### config.mk
export PLATFORM = sky130hd
export DESIGN_NAME = booth_divider_flat
export DESIGN_NICKNAME = d
export VERILOG_FILES = /design/src/rtl/booth_divider_if.sv /design/src/rtl/booth_divider.sv /design/src/flat_wrapper.sv
export SDC_FILE = /design/constraint.sdc
export NUM_CORES = 1
export LEC_CHECK = 0
export BUFFER_PORTS_ARGS = -buffer_cell sky130_fd_sc_hd__buf_2
export CORE_MARGIN = 4
export CORE_UTILIZATION = 50
export DETAILED_ROUTE_END_ITERATION = 8
export GPL_TIMING_DRIVEN = 0
export PLACE_DENSITY = 0.77
export SYNTH_ARGS = -nofsm -noshare
export SYNTH_HDL_FRONTEND = slang
export SYNTH_SLANG_ARGS = --single-unit
### constraint.sdc
create_clock -name clk -period 5 [get_ports clk]
set_input_delay 0.75 -clock clk [delete_from_list [all_inputs] [get_ports clk]]
set_output_delay 0.75 -clock clk [all_outputs]
set_load 0.05 [all_outputs]
### src/rtl/booth_divider_if.sv
// Operand/result bundle for booth_divider; shares the Booth multiplier's issue conventions.
// The master side issues operations and the slave side is the divider.
interface booth_divider_if #(
    parameter int unsigned WIDTH = 32
);
    logic             en;
    logic [WIDTH-1:0] dividend;
    logic [WIDTH-1:0] divisor;
    logic [WIDTH-1:0] quotient;
    logic [WIDTH-1:0] remainder;
    logic             busy;
    logic             enableOutput;
    logic             divByZero;

    modport master (
        output en, dividend, divisor,
        input  quotient, remainder, busy, enableOutput, divByZero
    );

    modport slave (
        input  en, dividend, divisor,
        output quotient, remainder, busy, enableOutput, divByZero
    );
endinterface

### src/rtl/booth_divider.sv
// Sequential signed divider: radix-2 non-restoring division on operand magnitudes,
// one quotient bit per clock, then a restore and sign fix-up step. C-style semantics.
module booth_divider #(
    parameter int unsigned WIDTH = 32
) (
    input logic              clk,
    input logic              reset,
    booth_divider_if.slave   bus
);
    localparam int unsigned CW = $clog2(WIDTH + 1);

    typedef enum logic [1:0] {StIdle, StDivide, StFix} state_e;

    state_e           state;
    logic [WIDTH:0]   p;        // signed partial remainder, bit WIDTH is the sign
    logic [WIDTH-1:0] q;
    logic [WIDTH-1:0] dmag;
    logic             neg_dd;
    logic             neg_dv;
    logic             dz;
    logic [CW-1:0]    cnt;

    logic [WIDTH-1:0] quot;
    logic [WIDTH-1:0] rem;
    logic             busy_flag;
    logic             pulse;
    logic             dz_flag;

    logic [WIDTH:0]   p_shift;
    logic [WIDTH:0]   p_step;
    logic [WIDTH-1:0] q_step;
    logic [WIDTH:0]   p_fix;
    logic [WIDTH-1:0] r_mag;
    logic [WIDTH-1:0] dd_mag;
    logic [WIDTH-1:0] dv_mag;

    always_comb begin
        p_shift = {p[WIDTH-1:0], q[WIDTH-1]};
        p_step  = p[WIDTH] ? (p_shift + {1'b0, dmag}) : (p_shift - {1'b0, dmag});
        q_step  = {q[WIDTH-2:0], ~p_step[WIDTH]};
        p_fix   = p[WIDTH] ? (p + {1'b0, dmag}) : p;
        r_mag   = p_fix[WIDTH-1:0];
        // MIN negates to itself, which read unsigned is exactly 2^(WIDTH-1)
        dd_mag  = bus.dividend[WIDTH-1] ? (-bus.dividend) : bus.dividend;
        dv_mag  = bus.divisor[WIDTH-1] ? (-bus.divisor) : bus.divisor;
    end

    always_ff @(posedge clk) begin
        if (!reset) begin
            state     <= StIdle;
            p         <= '0;
            q         <= '0;
            dmag      <= '0;
            neg_dd    <= 1'b0;
            neg_dv    <= 1'b0;
            dz        <= 1'b0;
            cnt       <= '0;
            quot      <= '0;
            rem       <= '0;
            busy_flag <= 1'b0;
            pulse     <= 1'b0;
            dz_flag   <= 1'b0;
        end else begin
            pulse <= 1'b0;
            unique case (state)
                StIdle: begin
                    if (bus.en) begin
                        neg_dd    <= bus.dividend[WIDTH-1];
                        neg_dv    <= bus.divisor[WIDTH-1];
                        dmag      <= dv_mag;
                        dz        <= (bus.divisor == '0);
                        p         <= '0;
                        q         <= dd_mag;
                        cnt       <= '0;
                        busy_flag <= 1'b1;
                        state     <= (bus.divisor == '0) ? StFix : StDivide;
                    end
                end
                StDivide: begin
                    p   <= p_step;
                    q   <= q_step;
                    cnt <= cnt + 1'b1;
                    if (cnt == CW'(WIDTH - 1)) begin
                        state <= StFix;
                    end
                end
                StFix: begin
                    p <= p_fix;
                    if (dz) begin
                        // Q still holds |dividend|; re-signing it returns the dividend unchanged
                        quot <= '1;
                        rem  <= neg_dd ? (-q) : q;
                    end else begin
                        quot <= (neg_dd ^ neg_dv) ? (-q) : q;
                        rem  <= neg_dd ? (-r_mag) : r_mag;
                    end
                    dz_flag   <= dz;
                    pulse     <= 1'b1;
                    busy_flag <= 1'b0;
                    state     <= StIdle;
                end
                default: state <= StIdle;
            endcase
        end
    end

    assign bus.quotient     = quot;
    assign bus.remainder    = rem;
    assign bus.busy         = busy_flag;
    assign bus.enableOutput = pulse;
    assign bus.divByZero    = dz_flag;
endmodule

### src/flat_wrapper.sv
// flat-port wrapper written by rule: the top's interface ports become plain ports
module booth_divider_flat 
#(
    parameter int unsigned WIDTH = 32
)
  (clk, reset, bus_en, bus_dividend, bus_divisor, bus_quotient, bus_remainder, bus_busy, bus_enableOutput, bus_divByZero);
  booth_divider_if #(.WIDTH(WIDTH)) bus_i ();
  input logic clk;
  input logic reset;
  input wire logic [$bits(bus_i.en)-1:0] bus_en;
  input wire logic [$bits(bus_i.dividend)-1:0] bus_dividend;
  input wire logic [$bits(bus_i.divisor)-1:0] bus_divisor;
  output wire logic [$bits(bus_i.quotient)-1:0] bus_quotient;
  output wire logic [$bits(bus_i.remainder)-1:0] bus_remainder;
  output wire logic [$bits(bus_i.busy)-1:0] bus_busy;
  output wire logic [$bits(bus_i.enableOutput)-1:0] bus_enableOutput;
  output wire logic [$bits(bus_i.divByZero)-1:0] bus_divByZero;
  assign bus_i.en = bus_en;
  assign bus_i.dividend = bus_dividend;
  assign bus_i.divisor = bus_divisor;
  assign bus_quotient = bus_i.quotient;
  assign bus_remainder = bus_i.remainder;
  assign bus_busy = bus_i.busy;
  assign bus_enableOutput = bus_i.enableOutput;
  assign bus_divByZero = bus_i.divByZero;
  booth_divider #(.WIDTH(WIDTH)) u_core (.clk(clk), .reset(reset), .bus(bus_i));
endmodule
## After elaboration in Yosys (flattened, before gate mapping)

Index checks and enable logic that the tools add are counted.

| cells by class | value |
|---|---|
| add/subtract/negate cells | 8 |
| mux-type cells | 22 |
| reduce and logical (&&, ||, !) cells | 10 |
| bitwise operators | 2 |
| equality and inequality tests | 5 |

Operators by type and width:

| cell | number |
|---|---|
| two-way mux 32 bit | 8 |
| negator 32 bit | 4 |
| two-way mux 33 bit | 3 |
| one-hot mux 33 bit (3 select lines) | 1 |
| adder 33 x 32 -> 33 bit | 2 |
| one-hot mux 32 bit (2 select lines) | 1 |
| subtractor 33 x 32 -> 33 bit | 1 |
| zero test 32 bit | 1 |
| one-hot mux 6 bit (2 select lines) | 1 |
| AND reduction 2 bit | 5 |
| adder 6 x 1 -> 6 bit (second input constant) | 1 |
| == test 6 x 5 -> 1 bit (second input constant) | 1 |
| two-way mux 2 bit | 3 |
| two-way mux 6 bit | 1 |
| one-hot mux 2 bit (2 select lines) | 1 |
| nonzero test 2 bit | 2 |
| nonzero test 3 bit | 1 |
| == test 2 x 1 -> 1 bit (second input constant) | 1 |
| == test 2 bit (second input constant) | 1 |
| zero test 2 bit | 1 |
| two-way mux 1 bit | 2 |
| != test 2 x 1 -> 1 bit (second input constant) | 1 |
| != test 2 bit (second input constant) | 1 |
| one-hot mux 1 bit (2 select lines) | 1 |
| 2 further kinds | 2 |

| word-level totals | value |
|---|---|
| output and inout bits | 67 |
| bits of input ports | 67 |
| bits in registers | 175 |
| word-level logic and storage cells | 60 |

## Logic depth before layout (Yosys ltp)

| depth | value |
|---|---|
| depth in word-level cells | 5 |
| mapped depth | 21 |
| depth with buffers taken out | 20 |

## Worst setup path after synthesis

OpenSTA, ideal clock, no wires.

| timing path | value |
|---|---|
| kind | register -> register |
| start point | reg u_core.p[32] |
| end point | reg u_core.q[0] |
| arrival | 5290 ps |
| path buffers | 7 |
| library setup time | 91 ps |
| setup slack | -380 ps |
| period minus slack after synthesis | 5380 ps |
| required time | 4909 ps |
| stages on the path, launching flop included | 21 |
| cells stage by stage | dfxtp_1 buf_2 clkbuf_1 clkbuf_1 clkbuf_1 clkbuf_1 buf_1 clkbuf_1 mux2_2 fa_1 a21o_1 a21oi_1 o211ai_1 a221o_1 a22oi_1 a21oi_1 a41o_1 o21ai_0 a221oi_1 xnor2_1 a311oi_1 |

| on the way | value |
|---|---|
| cells in the longest elaborated chain, start to end | 3 |

RTL lines:

| item | line | text |
|---|---|---|
| from (decl) | booth_divider.sv:15 | `logic [WIDTH:0] p;` |
| from (signal assigned) | booth_divider.sv:80 | `p <= p_step;` |
| from (signal assigned) | booth_divider.sv:88 | `p <= p_fix;` |
| two-way mux 33 bit | booth_divider.sv:39 | `p_step = p[WIDTH] ? (p_shift + {1'b0, dmag}) : (p_shift - {1'b0, dmag});` |
| NOT 1 bit | booth_divider.sv:40 | `q_step = {q[WIDTH-2:0], ~p_step[WIDTH]};` |
| one-hot mux 32 bit (2 select lines) | booth_divider.sv:65 | `unique case (state)` |
| to (signal assigned) | booth_divider.sv:73 | `q <= dd_mag;` |
| to (signal assigned) | booth_divider.sv:81 | `q <= q_step;` |
| to (decl) | booth_divider.sv:16 | `logic [WIDTH-1:0] q;` |

No other way between the ends.
A chain may end at the register's enable or synchronous reset.

## Final worst setup path

| timing path | value |
|---|---|
| start point | reg u_core.p[32] |
| end point | reg u_core.p[30] |

| on the way | value |
|---|---|
| cells in the longest elaborated chain, start to end | 2 |
| elaborated cells on any way between the ends | 3 |
| classes of those cells | 3 x mux |

RTL lines:

| item | line |
|---|---|
| two-way mux 33 bit (on tied branches) | booth_divider.sv:41, booth_divider.sv:39 |
| one-hot mux 33 bit (3 select lines) (*) | booth_divider.sv:65 |

Every way passes the cells marked *; elsewhere a longest branch is shown, timed or not.

==> results.toml <==
[final_layout]
seqCellArea_um2 = 3507
fillerInstances = 2764
mostFrequentLayoutCell = "nand2_1"
most-common-layout-cells = "nand2_1 (285), a21oi_1 (220), nor2_1 (191)"
fin_util_pct = 58.13
syn2layout_area_growth_pct = 13.21
design_area_um2 = 16870
drive_above_1_share_pct = 10.68
multiInputGateArea_um2 = 10770
final_cells = 2641
finalNetCount = 2387

[drt]
ant_nets = 0
wl_um = 56580
viasPerCell = 6.394
vias = 16887
wire_per_inst_um = 21.42
drt_first_iter_violations = 2010
dr.pass1.iters = 6
drc = 0

[yosys]
synth-seq-cells = 175
synthMuxAreaShare_pct = 1.940
yosys.area.top_type = "dfxtp_1"
synthTopCellsByArea = "dfxtp_1 (24%), a21oi_1 (7.5%), xor2_1 (7.3%)"
seq_area_frac_synth_pct = 23.52
synth_warnings = 0
synth_top_area_share_pct = 23.52
postSynthCellCount = 2089
syn_area_per_cell_um2 = 7.132
synthSimpleGateAreaFrac_pct = 23.56
synth-adder-area-share_pct = 6.568
synth_edf_count = 0
synth_xor_area_share_pct = 10.29
synthArstFlopShare_pct = 0
synth_flop_cell = "dfxtp_1"
synth_cell_type_count = 90
syn_area_um2 = 14900
synth-compound-area-share_pct = 29.18
synth_top_family_by_area = "compound AO/OA/AOI/OAI gates"
synth_nets = 2233

[power_and_ir_drop]
vdd.ir_drop.worst_uv = 262.9
power_density_nw_per_um2 = 328.3
p_leak_nw = 6.802

[sta]
setup-violations-final = 0
fin_crit_sh_pct = 98.49
relSlewSlack_pct = 17.09
hold_viol_final = 0
finalClockSkew_ns = 0.009942
period_needed_ns = 4.924
worst_hold_slack_ns = 0.4449
worst_slew_pin_slew_ns = 1.228
tns_ns = 0
max_freq_mhz = 203.1
slew_violations = 0

[hold_path]
hold_class = "flop to flop"
hp-start = "u_core.bus.remainder[20]$_SDFFE_PN0P_"
hold_depth = 2

[worst_setup_path]
reg2regPathDepth = 19
r2r_start = "u_core.p[32]$_SDFFE_PN0P_"
cp-end-kind = "flop"
critPathMaxFanout = 19
worst_ep_required_time_ns = 5.35
start_kind = "flop"
crit_type = "flop to flop"
cp.arrival_ns = 5.28
crit_start = "u_core.p[32]$_SDFFE_PN0P_"

[floorplan]
fp.coreArea_um2 = 29010
die_area_um2 = 32620
start_util_pct = 51.35
die_h_um = 180.6
rows = 62
fp.dieW_um = 180.6
ios = 134

[clock_network]
cts_max_level = 4
numCtsBuffers = 17
clk_latency_ns = 0.45
clk_path_buf_depth = 2
clockRootBuffer = "clkbuf_16"
cts_tree = "built"
clock_sinks = 175
path_clk_slew_ns = 0.07

[placed_design]
place_hpwl_um = 44020
io_buffers = 133
dp_cells = 2606
place_area_um2 = 16050
gp_congestion = 1.001

[global_routing]
grt_pass1_vias = 15451
grt_usage_pct = 32.94
grt_max_degree = 20
antenna_found_initial = 1
gr-total-overflow = 0
grt_pass1_wl_um = 86780

[job]
cap_violations = 0

[run_status]
status = "finished clean"
==> stage by stage <==
step | power (mW) | worst slack, ns
2_1_floorplan | 3.332 | 0.03855
3_3_place_gp | 3.982 | -2.339
3_5_place_dp | 4.014 | -2.245
4_1_cts | 5.433 | 0.0002212
5_1_grt | 5.803 | -0.06449
6_report | 5.537 | 0.07552
==> power by group <==
part,switching [mW],total [mW],internal [mW]
clock,0.648,1.43,0.778
sequential,0.156,1.69,1.53
combinational,1.66,2.42,0.767
==> layout make-up <==
type | instances | area share (%)
multi-input cells | 1723 | 63.84
flip-flops and latches | 175 | 20.79
repair buffers | 137 | 4.125
plain buffers | 138 | 3.657
well taps | 384 | 2.849
clock buffers | 20 | 2.708
inverters | 51 | 1.135
clock inverters | 12 | 0.8754
diodes | 1 | 0.01484
==> what timing repair did <==
action | in CTS | in global routing
hold endpoints to repair | 0 | 0
hold buffers | 0 | 0
pin swaps | 3 | 4
setup endpoints to repair | 41 | 11
resized for setup | 29 | 24
gates cloned | 0 | 0
setup buffers | 3 | 1
==> final timing paths <==
check,slack (ns),endpoint
max,0.08,u_core.p[30]$_SDFFE_PN0P_
min reg2reg,0.44,u_core.bus.remainder[20]$_SDFFE_PN0P_
max reg2reg,0.08,u_core.p[30]$_SDFFE_PN0P_
min,0.44,u_core.bus.remainder[20]$_SDFFE_PN0P_
==> flip-flops by register name, indices dropped and copies added (netlist names), 2 cells and up <==
signal,count
u_core.dmag,32
u_core.bus.quotient,32
u_core.p,33
u_core.q,32
u_core.bus.remainder,32
u_core.cnt,6
u_core.state,2
==> routing by layer <==
layer	global-route usage, %	up-vias	wire, um
met4	9.952	0	1919
li1	-	7878	-
met5	0	-	0
met3	6.924	123	5630
met2	52.17	829	25070
met1	45.22	8057	23960
==> critical path, cell delays in order, from the launching register on <==
cell      delay [ns]
dfxtp_4         0.40
buf_12          0.17
clkbuf_8        0.20
clkbuf_8        0.20
clkbuf_8        0.21
buf_8           0.19
clkbuf_8        0.21
mux2_2          0.40
fa_1            0.45
a21o_1          0.19
a21oi_2         0.15
o211ai_1        0.14
a221o_1         0.43
a22oi_2         0.18
a21oi_1         0.12
a41o_1          0.24
nor4_1          0.28
o31a_1          0.19
o21ai_0         0.14
a221oi_1        0.30
==> Yosys cell counts, types with 32 or more instances <==
cell type  number
o31ai_1        32
nor3_1         45
a21oi_1       222
nand3_1        47
clkbuf_1      121
nand2_1       285
ha_1           75
nor2_1        193
dfxtp_1       175
o21ai_0       167
xnor2_1        51
inv_1          49
a211oi_1       56
xor2_1        124
==> kinds of logic after synthesis <==
family / Yosys count
flip-flops: 175
XOR/XNOR: 175
multiplexers: 27
AND/OR/NAND/NOR: 751
adder cells (fa/ha/maj): 77
buffers and inverters: 191
AO/OA/AOI/OAI: 693
No activity file was read; power rests on OpenSTA's default activity.
